$ cat src/rtl/memory_sram_core_512x8.sv
// Simple-dual-port 512x8 RAM with registered read and a built-in clear sequencer.
// Define MEMORY_SRAM_READ_BYPASS_EN for write-first collisions (read-first otherwise).
module memory_sram_core_512x8 #(
   parameter int ADDR_W = 9,
   parameter int DATA_W = 8
) (
   input  logic              memory_clk,
   input  logic              memory_rst_n,
   input  logic [ADDR_W-1:0] memory_waddr,
   input  logic [ADDR_W-1:0] memory_raddr,
   input  logic [DATA_W-1:0] memory_data_in,
   input  logic              memory_wen,
   input  logic              memory_ren,
   input  logic              memory_clr,
   output logic              memory_busy,
   output logic [DATA_W-1:0] memory_data_out
);

   localparam int DEPTH = 2 ** ADDR_W;
   localparam logic [ADDR_W:0] CNT_LAST = (ADDR_W + 1)'(DEPTH - 1);
   localparam logic [ADDR_W:0] CNT_ONE  = (ADDR_W + 1)'(1);

   typedef enum logic {
      S_CLEAR,
      S_IDLE
   } state_t;

   state_t            state_q, state_d;
   logic [ADDR_W:0]   cnt_q, cnt_d;
   logic [DATA_W-1:0] data_out_q, data_out_d;
   logic [DATA_W-1:0] mem_q [DEPTH];

   logic              mem_we;
   logic [ADDR_W-1:0] mem_waddr;
   logic [DATA_W-1:0] mem_wdata;
   logic              rd_en;
   logic [DATA_W-1:0] rd_data;

   // NOTE: every signal written here gets a default first, so no path leaves it unassigned (no latch).
   always_comb begin
      state_d   = state_q;
      cnt_d     = cnt_q;
      mem_we    = 1'b0;
      mem_waddr = memory_waddr;
      mem_wdata = memory_data_in;
      rd_en     = 1'b0;
      unique case (state_q)
         S_CLEAR: begin
            mem_we    = 1'b1;
            mem_waddr = cnt_q[ADDR_W-1:0];
            mem_wdata = '0;
            cnt_d     = cnt_q + CNT_ONE;
            if (cnt_q == CNT_LAST) begin
               state_d = S_IDLE;
               cnt_d   = '0;
            end
         end
         S_IDLE: begin
            mem_we = memory_wen;
            rd_en  = memory_ren;
            cnt_d  = '0;
            if (memory_clr) state_d = S_CLEAR;
         end
         default: state_d = S_CLEAR;
      endcase
   end

`ifdef MEMORY_SRAM_READ_BYPASS_EN
   logic collision;
   assign collision = memory_wen && memory_ren && (memory_waddr == memory_raddr);
   assign rd_data   = collision ? memory_data_in : mem_q[memory_raddr];
`else
   // Read-first falls out naturally: the array update lands after this edge's read.
   assign rd_data = mem_q[memory_raddr];
`endif

   always_comb begin
      data_out_d = data_out_q;
      if (rd_en) data_out_d = rd_data;
   end

   // NOTE: sequential state uses non-blocking assignments so all registers update together at the edge.
   always_ff @(posedge memory_clk or negedge memory_rst_n) begin
      if (!memory_rst_n) begin
         state_q    <= S_CLEAR;
         cnt_q      <= '0;
         data_out_q <= '0;
      end else begin
         state_q    <= state_d;
         cnt_q      <= cnt_d;
         data_out_q <= data_out_d;
      end
   end

   // NOTE: the array has no reset; it maps onto RAM macros and is zeroed by the clear sequence instead.
   always_ff @(posedge memory_clk) begin
      if (mem_we) mem_q[mem_waddr] <= mem_wdata;
   end

   assign memory_busy     = (state_q == S_CLEAR);
   assign memory_data_out = data_out_q;

endmodule

$ cat config.mk
export PLATFORM = sky130hd
export DESIGN_NAME = memory_sram_core_512x8
export DESIGN_NICKNAME = d
export VERILOG_FILES = /design/src/rtl/memory_sram_core_512x8.sv
export SDC_FILE = /design/constraint.sdc
export NUM_CORES = 2
export LEC_CHECK = 0
export BUFFER_PORTS_ARGS = -buffer_cell sky130_fd_sc_hd__buf_2
export CAP_MARGIN = 20
export CELL_PAD_IN_SITES_DETAIL_PLACEMENT = 1
export CELL_PAD_IN_SITES_GLOBAL_PLACEMENT = 1
export CORE_MARGIN = 5
export CORE_UTILIZATION = 45
export CTS_CLUSTER_SIZE = 12
export DETAILED_ROUTE_END_ITERATION = 7
export HOLD_SLACK_MARGIN = 0.1
export PLACE_DENSITY_LB_ADDON = 0.1
export SYNTH_ARGS = -nofsm -noshare
export SYNTH_HDL_FRONTEND = slang
export SYNTH_SLANG_ARGS = --single-unit
$ cat constraint.sdc
create_clock -name memory_clk -period 13.1 [get_ports memory_clk]
set_input_delay 0 -clock memory_clk [delete_from_list [all_inputs] [get_ports memory_clk]]
set_output_delay 0 -clock memory_clk [all_outputs]
set_load 0.03 [all_outputs]
==> run metrics <==
vias per cell=6.191; Hold Fails Final Rpt=0; share of cells above drive strength 1=24.42%; largest net degree at the start of global routing=215; Synth top cells by count=edfxtp_1 (4096), mux4_2 (1053), nor2_1 (575), nand2_1 (385), clkbuf_1 (187); multi-input logic area=34280 um^2; IO Count=40; Setup TNS=0 ns; die area=367600 um^2; CTS buffer count=436; Gate Count Post-Synth=7480; DRT Wirelength=474.2 mm; status=completed; global placement routability congestion=0.8024; Post-CTS Setup Bufs=0; root buf cell=clkbuf_16; Area growth, synth to finish=12.22%; CTS Hold Bufs=19; WP data required=14.01 ns; hold path depth=4; startpoint types=input port; Die Wd=606.3 um; met2 usage=40.26%; H-tree Lvls=5; vias in the first global route=82030; RSZ-0062 raised after global routing=no; Seq. cell area=123500 um^2; # nets final=7765; Yosys cell types=71; Slew Limit Fails=0; CTS tree=built; register area share after synthesis=77.17%; Layout Skew=0.04408 ns; gr usage total=25.66%; Most used DFF post-synth=edfxtp_1; fillers=31160; Synth Register Bits=4115; initial antenna violation count=50; Finish-stage setup viols=0; peak supply drop=0.1085 mV; first-pass GRT wire length=663.3 mm; most frequent CP cell=buf_4; Syn Std Cell Area=160000 um^2; WS Path Type=in2reg; CP delay by family, top=buffers and inverters; clock transition at the registers of the reported paths=0.06 ns; Final Total Pwr=0.02671 W; met3 usage=4.410%; Starting Density=45.06%; synth top area cells=edfxtp_1 (77%), mux4_2 (15%), nor2_1 (1.3%); post-CTS resize count=0; Max-Cap Viols=0; Yosys Warn Count=0; CP arrival=5.65 ns; R2R cell count=6; global routing's busiest layer=met2; Worst setup EP type=flip-flop; core area=355100 um^2; count leader, synth=edfxtp_1; number of I/O port buffers=39; drt pass-1 iters=5; Post-DRT Antenna Nets=0; Initial DRC Count=9411; crit path cell chain=dlygate4sd3_1 > buf_8 > buf_4 > buf_12 > buf_4 > mux4_2 > o22ai_1 > nor3_1 > nor2_1 > a21oi_1 > nand3_1 > nand4_1; grt ovf=0; type of the worst min-delay path=in2reg; HPWL Detailed=284.5 mm; vias=79450; syn_nets=7512; period utilization=36.17%; fin crit period=4.739 ns; Post-synth EDFFs=4096; most area-hungry cell type in the Yosys netlist=edfxtp_1; CP max FO=87; Max stage delay cell, worst path=buf_4; WL/cell=36.95 um; Die Span Y=606.3 um; TritonCTS Sinks=4115; slowest stage delay, CP=0.79 ns; worst slew pin tran=1.264 ns; relative slew slack=15.71%; global-route track usage on met1=37.39%; Buf/Inv on CP=5; residual DRC count=0; PD cells=148.8 nW/um^2; worst-skew pair later-pin latency=0.99 ns; f_max=211.0 MHz; cell row count=219; post-synthesis average cell area=21.39 um^2; Async SR Flop Fraction=0.4617%; Synth top area share=76.87%; clock buffer depth=4; leakage=45.46 nW; Worst path depth=12
## area by class of cell
class                           instances  share of cell area, %
Timing Repair Buffer                  272                  1.355
Antenna cell                           12                0.01672
Sequential cell                      4115                  68.77
Multi-Input combinational cell       2893                  19.09
Tap cell                             4751                  3.311
Inverter                               15                0.04390
Clock inverter                        223                 0.9686
Clock buffer                          552                  6.448
## logic make-up after synthesis
group                      after synthesis  synth area share [%]
AOI/OAI and AO/OA                      432                 1.897
muxes                                 1279                 16.27
DFF                                   4115                 77.17
xor gates and xnor gates                 7               0.03832
buffers and inverters                  472                 1.596
and+or+nand+nor                       1174                 3.018
adders and majority gates                1              0.007819
## per-layer routing
metal	vias to the layer above	part of all wire (%)
met4	4	3.1
met1	43860	42
li1	31660	-
met5	-	0.0063
met3	655	7.3
met2	3270	47
## state kept, by name (all words and copies together) (netlist names)
name / count
cnt_q: 10
memory_data_out: 8
state_q: 1
mem_q: 4096
## per-stage QoR
step	setup slack (ns)	hold slack, ns	utilization, %	area, um^2	cells
detailed placement	7.510	0.07935	46.69	165800	12010
floorplan	4.039	-0.2956	-	160000	7480
finish	8.361	0.1692	50.56	179600	12830
global placement	7.216	0.07463	46.63	165600	12000
CTS	8.400	0.1091	50.49	179300	12810
global route	8.449	0.1171	50.56	179500	12830
## path summary, 6_finish.rpt
kind	end	startpoint	slack (ns)
setup / recovery	memory_data_out[7]	memory_raddr[2]	8.36
hold / removal	memory_data_out[2]	memory_raddr[8]	0.17
setup reg to reg	mem_q[239][3]	state_q	8.64
hold reg to reg	cnt_q[0]	cnt_q[0]	0.54
max in group asynchronous	memory_data_out[2]	memory_rst_n	12.23
min in group asynchronous	state_q	memory_rst_n	0.66
## cell usage in the layout (no fill, tap or decap), types with 10 or more instances in the layout
master and count:
o21ai_0 38, a221oi_1 16, edfxtp_1 4096, a21oi_1 69
a31oi_1 37, clkinv_2 62, nand2b_1 13, nor2_1 571
and2_1 14, o221ai_1 47, nand4_1 11, a22oi_1 29
a32oi_1 18, mux2_2 47, mux4_2 1053, dlygate4sd3_1 18
clkbuf_16 445, buf_12 19, clkbuf_1 103, buf_6 10
buf_4 176, nand2_4 16, nand3_1 92, mux2i_1 179
nand2_1 367, o22ai_1 75, diode_2 12, buf_2 36
a211oi_1 14, and3_1 23, inv_1 10, clkinv_1 116
nor3_1 13, o211ai_1 10, dfrtp_1 18, bufinv_16 24
## tightest hold or removal path, delay by kind of cell
family	cells	cell delay (ns)
AOI/OAI and AO/OA	2	0.43
buffers and inverters	1	0.18
and+or+nand+nor	1	0.45
## report_power, final
group | switching [W] | internal [W]
combinational | 0.000479 | 0.000219
sequential | 0 | 0.0143
clock | 0.00509 | 0.00667
No activity file was read; power rests on OpenSTA's default activity.
